`config.mk`:
```
export PLATFORM = sky130hd
export DESIGN_NAME = trig_watchdog
export DESIGN_NICKNAME = d
export VERILOG_FILES = /design/src/rtl/trig_watchdog.sv
export SDC_FILE = /design/constraint.sdc
export NUM_CORES = 1
export LEC_CHECK = 0
export BUFFER_PORTS_ARGS = -buffer_cell sky130_fd_sc_hd__buf_4
export CAP_MARGIN = 15
export CORE_MARGIN = 2
export CORE_UTILIZATION = 63
export CTS_BUF_LIST = sky130_fd_sc_hd__clkbuf_16
export CTS_CLUSTER_DIAMETER = 50
export DETAILED_ROUTE_END_ITERATION = 10
export GPL_ROUTABILITY_DRIVEN = 0
export HOLD_SLACK_MARGIN = 0.12
export PLACE_DENSITY = 0.86
export SLEW_MARGIN = 20
export SYNTH_ARGS = -nofsm -noshare
export SYNTH_HDL_FRONTEND = slang
export SYNTH_SLANG_ARGS = --single-unit
```
`constraint.sdc`:
```
create_clock -name clk -period 6.4 [get_ports clk]
set_input_delay 0 -clock clk [delete_from_list [all_inputs] [get_ports clk]]
set_output_delay 0 -clock clk [all_outputs]
set_load 0.03 [all_outputs]
```
`src/rtl/trig_watchdog.sv`:
```
// -----------------------------------------------------------------------------
// trig_watchdog
// Multi-channel stuck-trigger watchdog for the fir_trig datapath. It counts
// consecutive cycles in which any ToT channel is high. When that run reaches
// trig_limit, it starts a recovery action on the baseline-sum logic: a held
// pause_override, a one-cycle bsum_reset, or both. After the action, a holdoff
// window follows, then the watchdog re-arms. Sticky diagnostics (channel mask
// and a saturating event count) are kept for slow-control readout.
//
// Ports:
//   clk            system clock
//   rst            asynchronous active-high reset
//   tot            per-channel time-over-threshold bits (bit i = channel i)
//   enable         watchdog enable; low forces IDLE on the next edge
//   mode           0 = PAUSE, 1 = RESET, 2 = BOTH, 3 = PAUSE
//   trig_limit     consecutive any-trig cycles before firing (0 disables)
//   override_len   pause_override hold length in cycles (0 behaves as 1)
//   holdoff_len    cycles ignored after an action
//   clear          clears the sticky diagnostics
//   pause_override to fir_trig pause_override_in
//   bsum_reset     to fir_trig bsum_reset, one-cycle pulse
//   busy           high while in OVERRIDE or HOLDOFF
//   stuck_mask     sticky OR of tot at each firing edge
//   stuck_count    saturating number of firings
// -----------------------------------------------------------------------------
module trig_watchdog #(
    parameter int NUM_CH = 4,
    parameter int CNT_W  = 16,
    parameter int EVT_W  = 16
) (
    input  logic              clk,
    input  logic              rst,
    input  logic [NUM_CH-1:0] tot,
    input  logic              enable,
    input  logic [1:0]        mode,
    input  logic [CNT_W-1:0]  trig_limit,
    input  logic [CNT_W-1:0]  override_len,
    input  logic [CNT_W-1:0]  holdoff_len,
    input  logic              clear,
    output logic              pause_override,
    output logic              bsum_reset,
    output logic              busy,
    output logic [NUM_CH-1:0] stuck_mask,
    output logic [EVT_W-1:0]  stuck_count
);

    typedef enum logic [1:0] {
        ST_IDLE     = 2'd0,
        ST_OVERRIDE = 2'd1,
        ST_HOLDOFF  = 2'd2
    } state_t;

    localparam logic [CNT_W-1:0]  CNT_ZERO = {CNT_W{1'b0}};
    localparam logic [CNT_W-1:0]  CNT_ONE  = CNT_W'(1);
    localparam logic [CNT_W-1:0]  CNT_MAX  = {CNT_W{1'b1}};
    localparam logic [EVT_W-1:0]  EVT_ONE  = EVT_W'(1);
    localparam logic [EVT_W-1:0]  EVT_MAX  = {EVT_W{1'b1}};
    localparam logic [NUM_CH-1:0] MASK_ZERO = {NUM_CH{1'b0}};

    // Saturating increment for the run-length counter
    function automatic logic [CNT_W-1:0] sat_inc_cnt(input logic [CNT_W-1:0] v);
        return (v == CNT_MAX) ? v : v + CNT_ONE;
    endfunction

    // Saturating increment for the event counter
    function automatic logic [EVT_W-1:0] sat_inc_evt(input logic [EVT_W-1:0] v);
        return (v == EVT_MAX) ? v : v + EVT_ONE;
    endfunction

    state_t            state_r;
    logic [CNT_W-1:0]  trig_len_r;
    logic [CNT_W-1:0]  cnt_r;        // down-counter shared by OVERRIDE and HOLDOFF
    logic [CNT_W-1:0]  hold_len_r;   // holdoff length captured at the firing edge
    logic              pause_r;
    logic              bsum_r;
    logic              busy_r;
    logic [NUM_CH-1:0] mask_r;
    logic [EVT_W-1:0]  count_r;

    logic              any_trig_s;
    logic              fire_s;
    logic              pause_mode_s;
    logic              reset_mode_s;
    logic [CNT_W-1:0]  ovl_load_s;

    assign any_trig_s   = |tot;
    // trig_limit is non-zero whenever the subtraction matters, so no underflow
    assign fire_s       = (state_r == ST_IDLE) && enable && any_trig_s &&
                          (trig_limit != CNT_ZERO) &&
                          (trig_len_r == (trig_limit - CNT_ONE));
    // Mode 3 is reserved and behaves as PAUSE
    assign pause_mode_s = (mode != 2'd1);
    assign reset_mode_s = (mode == 2'd1) || (mode == 2'd2);
    // Load value gives max(override_len,1) cycles of pause_override
    assign ovl_load_s   = (override_len == CNT_ZERO) ? CNT_ZERO : (override_len - CNT_ONE);

    // Watchdog FSM: run-length counting, action sequencing and action outputs
    always_ff @(posedge clk or posedge rst) begin
        if (rst) begin
            state_r    <= ST_IDLE;
            trig_len_r <= CNT_ZERO;
            cnt_r      <= CNT_ZERO;
            hold_len_r <= CNT_ZERO;
            pause_r    <= 1'b0;
            bsum_r     <= 1'b0;
            busy_r     <= 1'b0;
        end else if (!enable) begin
            state_r    <= ST_IDLE;
            trig_len_r <= CNT_ZERO;
            cnt_r      <= CNT_ZERO;
            pause_r    <= 1'b0;
            bsum_r     <= 1'b0;
            busy_r     <= 1'b0;
        end else begin
            case (state_r)
                ST_IDLE: begin
                    bsum_r <= 1'b0;
                    if (fire_s) begin
                        trig_len_r <= CNT_ZERO;
                        hold_len_r <= holdoff_len;
                        bsum_r     <= reset_mode_s;
                        if (pause_mode_s) begin
                            state_r <= ST_OVERRIDE;
                            cnt_r   <= ovl_load_s;
                            pause_r <= 1'b1;
                            busy_r  <= 1'b1;
                        end else if (holdoff_len != CNT_ZERO) begin
                            state_r <= ST_HOLDOFF;
                            cnt_r   <= holdoff_len - CNT_ONE;
                            busy_r  <= 1'b1;
                        end else begin
                            // No holdoff: stay armed, counting resumes next edge
                            state_r <= ST_IDLE;
                            busy_r  <= 1'b0;
                        end
                    end else if (any_trig_s) begin
                        trig_len_r <= sat_inc_cnt(trig_len_r);
                    end else begin
                        trig_len_r <= CNT_ZERO;
                    end
                end
                ST_OVERRIDE: begin
                    bsum_r     <= 1'b0;
                    trig_len_r <= CNT_ZERO;
                    if (cnt_r == CNT_ZERO) begin
                        pause_r <= 1'b0;
                        if (hold_len_r != CNT_ZERO) begin
                            state_r <= ST_HOLDOFF;
                            cnt_r   <= hold_len_r - CNT_ONE;
                            busy_r  <= 1'b1;
                        end else begin
                            state_r <= ST_IDLE;
                            busy_r  <= 1'b0;
                        end
                    end else begin
                        cnt_r <= cnt_r - CNT_ONE;
                    end
                end
                ST_HOLDOFF: begin
                    bsum_r     <= 1'b0;
                    pause_r    <= 1'b0;
                    trig_len_r <= CNT_ZERO;
                    if (cnt_r == CNT_ZERO) begin
                        state_r <= ST_IDLE;
                        busy_r  <= 1'b0;
                    end else begin
                        cnt_r <= cnt_r - CNT_ONE;
                    end
                end
                default: begin
                    state_r    <= ST_IDLE;
                    trig_len_r <= CNT_ZERO;
                    cnt_r      <= CNT_ZERO;
                    pause_r    <= 1'b0;
                    bsum_r     <= 1'b0;
                    busy_r     <= 1'b0;
                end
            endcase
        end
    end

    // Sticky diagnostics; a fire coinciding with clear lands on a cleared base
    always_ff @(posedge clk or posedge rst) begin
        if (rst) begin
            mask_r  <= MASK_ZERO;
            count_r <= {EVT_W{1'b0}};
        end else if (fire_s) begin
            mask_r  <= (clear ? MASK_ZERO : mask_r) | tot;
            count_r <= clear ? EVT_ONE : sat_inc_evt(count_r);
        end else if (clear) begin
            mask_r  <= MASK_ZERO;
            count_r <= {EVT_W{1'b0}};
        end else begin
            mask_r  <= mask_r;
            count_r <= count_r;
        end
    end

    assign pause_override = pause_r;
    assign bsum_reset     = bsum_r;
    assign busy           = busy_r;
    assign stuck_mask     = mask_r;
    assign stuck_count    = count_r;

endmodule

```
==> Word-level counts from Yosys, hierarchy flattened <==
Cells that the tools add are included.
{ "classes": {"addsub": 7, "n_eq_ne": 17, "mux": 43, "n_bitwise": 1, "n_reduce_logical": 18} }
{ "op_table": {"columns": ["cell", "count"], "rows": [
  ["two-way mux 16 bit", 17],
  ["subtractor 16 x 1 -> 16 bit (second input constant)", 5],
  ["one-hot mux 16 bit (3 select lines)", 1],
  ["nonzero test 16 bit", 3],
  ["adder 16 x 1 -> 16 bit (second input constant)", 2],
  ["== test 16 bit (second input constant)", 2],
  ["zero test 16 bit", 2],
  ["== test 16 bit", 1],
  ["!= test 3 bit (second input constant)", 5],
  ["two-way mux 2 bit", 7],
  ["two-way mux 1 bit", 13],
  ["AND reduction 3 bit", 3],
  ["two-way mux 4 bit", 2],
  ["one-hot mux 2 bit (3 select lines)", 1],
  ["!= test 5 bit (second input constant)", 1],
  ["== test 2 x 1 -> 1 bit (second input constant)", 2],
  ["== test 2 bit (second input constant)", 2],
  ["logical AND 1 bit", 4],
  ["!= test 4 x 3 -> 1 bit (second input constant)", 1],
  ["!= test 4 bit (second input constant)", 1],
  ["bitwise OR 4 bit", 1],
  ["AND reduction 4 bit", 1],
  ["OR reduction 4 bit", 1],
  ["one-hot mux 1 bit (3 select lines)", 1],
  ["other kinds (7)", 7]
]} }
{ "word_totals": {"reg_bits": 73, "inputBits": 58, "out_inout_bits": 23, "elab_cells": 95} }

==> Longest topological paths before layout <==
Gate-level depths: netlist of run 1.
{ "depth": {"ltp_word": 8, "depth_mapped": 13, "mapped_depth_nobuf": 9} }

==> Worst setup path after synthesis of run 1 <==
Ideal clock, no wire load.
{ "synth_timing": {"kind": "input to register", "start": "in trig_limit[0]", "end": "reg count_r[7], in the netlist stuck_count[7]", "setup_time_ns": 0.128, "arrival_time_ns": 2.594, "required_time_ns": 6.272, "setup_slack_ns": 3.678, "cell_stages": 11, "path_buffers": 3, "path_cell_list": "buf_2 -> inv_1 -> ha_1 -> clkbuf_1 -> nor2b_1 -> o311ai_0 -> o2111ai_1 -> or4_1 -> buf_2 -> nor4_2 -> mux2_1"} }
{ "synth_between": {"elab_chain_len": 5, "word_cells_on_any_way": 8, "classes_between": "add/sub (1); eq/ne (1); mux (1); reduce/logical (5)"} }
{ "synth_lines": {"columns": ["item", "line_no", "text"], "rows": [
  ["start, declared", "36", "input logic [CNT_W-1:0] trig_limit,"],
  ["subtractor 16 x 1 -> 16 bit or nonzero test 16 bit (tied branches)", "90, 89", null],
  ["== test 16 bit or logical AND 1 bit (tied branches)", "90, 88", null],
  ["logical AND 1 bit (*)", "89", "(trig_limit != CNT_ZERO) &&"],
  ["nonzero test 2 bit (no line)", null, null],
  ["AND reduction 2 bit (no line)", null, null],
  ["end signal, assigned", "186", "count_r <= {EVT_W{1'b0}};"],
  ["end signal, assigned", "189", "count_r <= clear ? EVT_ONE : sat_inc_evt(count_r);"],
  ["end signal, assigned", "192", "count_r <= {EVT_W{1'b0}};"],
  ["end, declared", "78", "logic [EVT_W-1:0] count_r;"]
]} }
Mark *: on every way between the ends. The rest lies on a longest branch, timed or not.
A chain may end at the register's enable or synchronous reset.

==> Worst setup path in the final report of run 1 <==
{ "layout_timing": {"start": "reg state_r[1]", "end": "reg trig_len_r[15]"} }
{ "layout_between": {"elab_chain_len": 8, "word_cells_on_any_way": 9, "classes_between": "eq/ne (1); mux (3); reduce/logical (5)"} }
{ "layout_lines": {"columns": ["item", "line_no", "text"], "rows": [
  ["start, declared", "70", "state_t state_r;"],
  ["start signal, assigned", "100", "state_r <= ST_IDLE;"],
  ["start signal, assigned", "108", "state_r <= ST_IDLE;"],
  ["start signal, assigned", "123", "state_r <= ST_OVERRIDE;"],
  ["zero test 2 bit (*)", "88, 115", null],
  ["logical AND 1 bit (3 in series)", "88", "assign fire_s = (state_r == ST_IDLE) && enable && any_trig_s &&"],
  ["logical AND 1 bit", "89", null],
  ["two-way mux 16 bit", "118", "if (fire_s) begin"],
  ["two-way mux 16 bit", "115", "case (state_r)"],
  ["two-way mux 16 bit", "107", "end else if (!enable) begin"],
  ["end signal, assigned", "137", "trig_len_r <= sat_inc_cnt(trig_len_r);"],
  ["end, declared", "71", "logic [CNT_W-1:0] trig_len_r;"]
]} }
Marks and branches as above.

==> results.md, run 1 <==
* Vias in the first global route at 5,838
* Die height at ~100 um
* Post-layout total power at approximately 1.2 mW
* Post-synth EDFFs at 0
* Primary FF master, synth: dfrtp_1
* Final-report hold violation count at 0
* Total track usage at between 30% and 40%
* Hold/Removal Path Class: input port to register
* Nets@finish at about 870
* Setup Skew at 0.00853 ns
* Inserted Clock Buffers at 9
* WP data arrival at 3.51 ns
* Layout cell share with drive strength beyond 1 at roughly 15%
* Final worst path period share at 52.0%
* First-pass GRT wire length at 28,000 um
* RSZ-0062 raised after global routing: false
* Core Box Area at 8810 sq um
* Number of diodes at 0
* CP Class: register to register
* Tmin final at 3.33 ns
* DRC violations left at 0
* Initial Utilization at around two thirds
* Pwr dens at ~170 nW/um^2
* Synthesis-to-layout area growth at 21.5%
* Drt initial violations at around 480
* Peak VDD IR at 0.000129 V
* Clock buffer depth at 2
* Crit start category: register
* Slew Limit Headroom at between 20 and 30%
* Vias at a little over 6,000
* Commonest non-fill, non-tap cells in the layout: nand2_1 (86), buf_4 (82), dfrtp_1 (73)
* IO Pins at 81
* Mapped Cells at 705
* Antenna Nets Post-Route at 0
* Die W at roughly 100 um
* Syn Area/Cell at 8.18 sq um
* Routed wire length per instance at ~19 um
* Fraction of registers with async set or reset after synthesis at between 90% and 100%
* Total wire length at between 15,000 and 20,000 um
* CP required at 6.59 ns
* Clock transition at path regs at about 0.060 ns
* Synthesized area at approximately 5800 sq um
* CTS tree: yes
* Worst Tran Pin Value at approximately 1.0 ns
* Initial antenna violation count at 0
* CTS root buf: clkbuf_16
* Commonest non-fill, non-tap cell in the layout: nand2_1
* Pre-antenna DRT Iters at 5
* # port buffers at 80
* Worst skew pair latency at 0.34 ns
* Cell area after layout at between 7000 and 8000 sq um
* CTS Sinks at 73
* Final setup vio count at 0
* Crit-path max FO at 28
* CTS resizes at 0
* TNS Setup at 0 ns
* Run status: finished, final reports clean
* Die area at between 9000 and 10,000 sq um
* FF+latch count, synth at 73
* Setup crit end kind: register
* Max cap viols at 0
* # rows at 34
* Final Max Slew Viols at 0
* Gr ovfl total at 0
* Cell leakage power at 3.13 nW
* Synth unique cells at between 70 and 80
* DP Area at about 6400 sq um
* Synth warn at 0
* Vias per cell at 6.63
* Mapped Nets at 774
* Fmax achieved at ~300 MHz
* Setup Buffers After CTS at 0
* # H-tree levels at 3
* Post-DP HPWL at between 10,000 and 15,000 um
* Seq/Total Area, Yosys at roughly a third
* Largest net degree at the start of global routing at 74
[final cells by class]
| type | instances | area [sq um] |
|---|---|---|
| Clock buffer | 9 | 225 |
| Tap cell | 108 | 135 |
| Inverter | 26 | 97.6 |
| Clock inverter | 7 | 92.6 |
| Fill cell | 598 | 1800 |
| Timing Repair Buffer | 111 | 906 |
| Sequential cell | 73 | 1830 |
| Multi-Input combinational cell | 577 | 3720 |
[logic make-up (layout without fill, tap and decap cells)]
logic type	Yosys count	in the layout	share of synthesized area [%]
AO/OA/AOI/OAI	143	143	17.1
XOR/XNOR	75	75	11.7
adder cells (fa/ha/maj)	11	11	2.39
buffers and inverters	55	153	3.89
flip-flops	73	73	31.7
multiplexers	12	12	2.24
AND/OR/NAND/NOR	336	336	31.1
[repair_timing]
item                                    in CTS  in global routing
endpoints found under the setup margin       0                  0
hold buffers                                29                  0
hold endpoints to repair                   105                  0
[cells in the mapped netlist (4+ instances only)]
cell,number,area share (%)
o31ai_1,8,1.0
o2bb2ai_1,10,1.5
and3_1,12,1.3
or3_1,13,1.4
nor3_1,35,3.0
o22ai_1,8,0.87
xnor2_1,38,5.8
nand2_1,86,5.6
xor2_1,36,5.5
nor4_1,11,1.2
a31o_2,4,0.61
nor2b_1,10,1.1
nand4_1,12,1.3
ha_1,11,2.4
nor4_2,4,0.87
nor2_1,65,4.2
nand3_1,26,2.3
mux2i_1,5,0.87
o211ai_1,4,0.52
clkbuf_1,20,1.3
dfrtp_1,73,32
inv_1,26,1.7
nor3b_1,8,1.0
o21a_1,4,0.52
or4_1,14,1.8
o21ai_0,28,2.4
mux2_2,6,1.2
nand4b_1,5,0.76
nand2b_1,12,1.3
buf_2,7,0.61
a21oi_1,33,2.9
[critical path, stage by stage, from the launching register on]
cell	delay, ns
dfrtp_1	0.52
nor2_1	0.45
and3_1	0.25
o2111ai_1	0.18
or4_1	1.01
nand2_1	0.62
nor3_1	0.15
[through the flow]
stage	std cells	setup WS [ns]	util, %	hold WS, ns
after floorplan	705	3.68	-	0.113
after global placement	866	3.17	72.6	0.214
after detailed placement	866	3.08	72.6	0.219
after CTS	911	3.09	79.6	0.131
after global routing	911	2.83	79.6	0.145
final	911	3.07	79.6	0.132
[state kept, by name (all words and copies together), names as in the netlist]
| name | flops |
|---|---|
| pause_override | 1 |
| cnt_r | 16 |
| busy | 1 |
| hold_len_r | 16 |
| bsum_reset | 1 |
| stuck_mask | 4 |
| trig_len_r | 16 |
| state_r | 2 |
| stuck_count | 16 |
[path summary, 6_finish.rpt]
path | end | slack, ns | startpoint | cells after the start
hold / removal | cnt_r[0] | 0.13 | override_len[0] | 3
hold reg to reg | cnt_r[10] | 0.54 | cnt_r[10] | 1
min in group asynchronous | stuck_mask[0] | 0.52 | rst | 4
setup / recovery | trig_len_r[15] | 3.07 | state_r[1] | 6
max in group asynchronous | cnt_r[15] | 5.28 | rst | 4
setup reg to reg | trig_len_r[15] | 3.07 | state_r[1] | 6
[metal layers]
layer	track usage, %	share of wire (%)	wire [um]	up-vias
li1	-	-	-	2751
met1	42.4	39	6750	2857
met2	59.8	49	8440	356
met3	7.45	7.1	1230	80
met4	18.7	4.9	840	0
met5	0	0	0	-
[report_power, final]
part / switching [mW] / total, mW / internal [mW]
sequential: 0.00351 / 0.467 / 0.463
clock: 0.201 / 0.542 / 0.341
combinational: 0.0868 / 0.156 / 0.0694
total: 0.291 / 1.17 / 0.874
Note: power is estimated with default switching activity, not from simulation.
==> run 2, diff against run 1 <==
--- a/config.mk
+++ b/config.mk
@@ -5,16 +5,17 @@
 export SDC_FILE = /design/constraint.sdc
 export NUM_CORES = 1
 export LEC_CHECK = 0
+export ABC_AREA = 1
 export BUFFER_PORTS_ARGS = -buffer_cell sky130_fd_sc_hd__buf_4
 export CAP_MARGIN = 15
 export CORE_MARGIN = 2
-export CORE_UTILIZATION = 63
+export CORE_UTILIZATION = 60
 export CTS_BUF_LIST = sky130_fd_sc_hd__clkbuf_16
 export CTS_CLUSTER_DIAMETER = 50
 export DETAILED_ROUTE_END_ITERATION = 10
 export GPL_ROUTABILITY_DRIVEN = 0
 export HOLD_SLACK_MARGIN = 0.12
-export PLACE_DENSITY = 0.86
+export PLACE_DENSITY = 0.82
 export SLEW_MARGIN = 20
 export SYNTH_ARGS = -nofsm -noshare
 export SYNTH_HDL_FRONTEND = slang
==> constraint.sdc (replaced) <==
create_clock -name clk -period 3.5 [get_ports clk]
set_input_delay 0 -clock clk [delete_from_list [all_inputs] [get_ports clk]]
set_output_delay 0 -clock clk [all_outputs]
set_load 0.03 [all_outputs]
==> results.md, run 2 <==
* Switching share of total power at 45.1%
* Die area at 12,300 sq um
* Worst setup margin at about 0.78 ns
* Pre-antenna DRT Iters at 10
* Initial Utilization at approximately three fifths
* Post-DP HPWL at roughly 16,000 um
* Worst Tran Pin Value at around 0.74 ns
* Synthesis-to-layout area growth at 17.8%
* Total track usage at 34.3%
* Worst skew pair latency at around 0.35 ns
* Logic gate share of total power at between 40% and 50%
* Drt initial violations at 905
* CTS Sinks at 73
* Syn Area/Cell at ~6 sq um
* Pre-CTS WS at 0.844 ns
* # port buffers at 80
* Setup Buffers After CTS at 0
* Synth warn at 0
* Nets@finish at 1,320
* Largest net degree at the start of global routing at 38
* DRC violations left at 0
* WP data arrival at between 2 and 3 ns
* Final worst path period share at 77.6%
* Vias at ~7,900
* Inserted Clock Buffers at 9
* TNS Setup at 0 ns
* Initial antenna violation count at 0
* Critical path buffer and inverter count at 1
* Layout cell share with drive strength beyond 1 at about 10%
* Switching pwr at between 1.5 and 2 mW
* Fillers at ~1,000
* Commonest non-fill, non-tap cells in the layout: nand2_1 (356), nor2_1 (196), nand3_1 (137)
* Core Box Area at 11,300 sq um
* Clock Power Share at between 20% and 30%
* Antenna Nets Post-Route at 0
* Critical path's top delay family: simple AND/OR/NAND/NOR gates
* Post-synth EDFFs at 0
* Synth unique cells at 39
* Max cap viols at 0
* RSZ-0062 raised after global routing: false
* FF+latch count, synth at 73
* Mapped Cells at roughly 1,200
* Crit-path max FO at 33
* # H-tree levels at 3
* Peak VDD IR at roughly 0.00032 V
* Synthesized area at between 6000 and 7000 sq um
* CP required at approximately 3.7 ns
* Cell taking the most area after synthesis: dfrtp_1
* Synth top area cells: dfrtp_1 (27%), nand2_1 (19%), nor2_1 (11%), nand3_1 (10%), inv_1 (7.0%)
* Fmax achieved at 368 MHz
* Multi-input combinational cell area at between 4000 and 5000 sq um
* Die W at about 110 um
* Slew Limit Headroom at about half
* Run status: finished, final reports clean
* Clock buffer depth at 2
* Routed wire length per instance at between 10 and 15 um
* Share of the synthesized area in the top cell type at 26.6%
* # rows at 39
* Pwr dens at 463 nW/um^2
* Final setup vio count at 0
* Cell leakage power at just over 4 nW
* CTS root buf: clkbuf_16
* Primary FF master, synth: dfrtp_1
* Final Max Slew Viols at 0
* Most frequent cell after synthesis: nand2_1
* First-pass GRT wire length at 34,300 um
* Total wire length at 20,900 um
* Internal power at a little over 2 mW
* Mapped Nets at between 1,000 and 1,500
* Setup Skew at about 0.0097 ns
* Die height at about 110 um
* Critical Path, Cell by Cell: inv_1 > nand2_2 > nor2_8 > nand3_1 > nor2_1 > nand2_1 > nor2_1 > nand2_1 > nor2_2 > nand3_4 > nand2_4 > nand3_4 > nand2_1 > nand2_1
* Vias in the first global route at 7,094
* Gr ovfl total at 0
* Tmin final at 2.72 ns
* WHS at between 0.2 and 0.3 ns
* Fraction of registers with async set or reset after synthesis at 100%
* Vias per cell at 5.67
* Hold/Removal Path Class: input port to register
* Seq/Total Area, Yosys at between 20% and 30%
* CP Class: register to register
* Crit path top cell by count: nand2_1
* Register Area at between 1500 and 2000 sq um
* Number of diodes at 0
* Slowest stage delay, CP at 0.41 ns
* Setup crit end kind: register
* Register-to-register setup slack at 0.78 ns
* Clock transition at path regs at about 0.070 ns
* CTS tree: yes
* Fraction of power consumed by sequential logic at 28.7%
* Slowest cell on crit path: nand2_4
* Commonest non-fill, non-tap cell in the layout: nand2_1
* Synth top cells by count: nand2_1 (356), nor2_1 (196), nand3_1 (137)
* Final-report hold violation count at 0
* Crit start category: register
* IO Pins at 81
[run 2: routing by layer]
| metal | part of all wire, % | global-route usage, % | vias to the layer above | routed length [um] |
|---|---|---|---|---|
| li1 | - | - | 3907 | - |
| met3 | 9.9 | 6.56 | 51 | 2080 |
| met4 | 2.4 | 10.8 | 0 | 496 |
| met5 | 0 | 0 | - | 0 |
| met1 | 45 | 48.8 | 3573 | 9360 |
| met2 | 43 | 53.0 | 403 | 9000 |
[run 2: worst register-to-register path: cells and delay by family (launching register included)]
family                 cells  cell delay (ns)
and+or+nand+nor           13             2.13
DFF                        1             0.38
buffers and inverters      1             0.09
[run 2: power groups by stage]
| stage | sequential (mW) | clock [mW] | combinational, mW |
|---|---|---|---|
| 2_1_floorplan | 1.05 | 0 | 1.17 |
| 3_3_place_gp | 1.08 | 0 | 1.58 |
| 3_5_place_dp | 1.08 | 0 | 1.60 |
| 4_1_cts | 1.07 | 0.971 | 1.64 |
| 5_1_grt | 1.09 | 1.00 | 1.88 |
| 6_report | 1.07 | 0.970 | 1.69 |
[run 2: path summary, 6_finish.rpt]
kind                                start              end  cells after the start
hold / removal             trig_limit[10]  stuck_count[12]                      8
min in group asynchronous             rst   hold_len_r[10]                      3
max in group asynchronous             rst   pause_override                      4
hold reg to reg             stuck_mask[2]    stuck_mask[2]                      2
setup / recovery               state_r[0]         cnt_r[2]                     14
setup reg to reg               state_r[0]         cnt_r[2]                     14
[run 2: cell families after synthesis]
| logic type | count (synthesis) | synth area share (%) |
|---|---|---|
| compound gates | 86 | 6.69 |
| xor+xnor | 41 | 5.24 |
| fa+ha+maj | 11 | 2.01 |
| buf+inv | 153 | 9.08 |
| flops | 73 | 26.6 |
| simple gates | 790 | 50.3 |
[run 2: what timing repair did]
action,4_1_cts,5_1_grt
hold buffers,25,0
gates resized for setup,0,0
hold endpoints to repair,75,0
setup endpoints to repair,0,0
[run 2: area by class of cell]
cell class              count  share of cell area (%)
inverters                 132                    6.15
flip-flops and latches     73                    22.6
clock inverters             7                   0.960
well taps                 143                    2.21
multi-input cells         928                    54.6
clock buffers               9                    2.79
repair buffers            107                    10.7
[run 2: stage by stage]
stage	total power [mW]	cell area (sq um)	utilization (%)	instances
floorplan	2.22	6860	-	1154
global route	3.97	8080	71.7	1399
finish	3.74	8080	71.7	1399
global placement	2.66	7530	66.8	1358
detailed placement	2.68	7530	66.8	1358
CTS	3.68	8080	71.7	1399
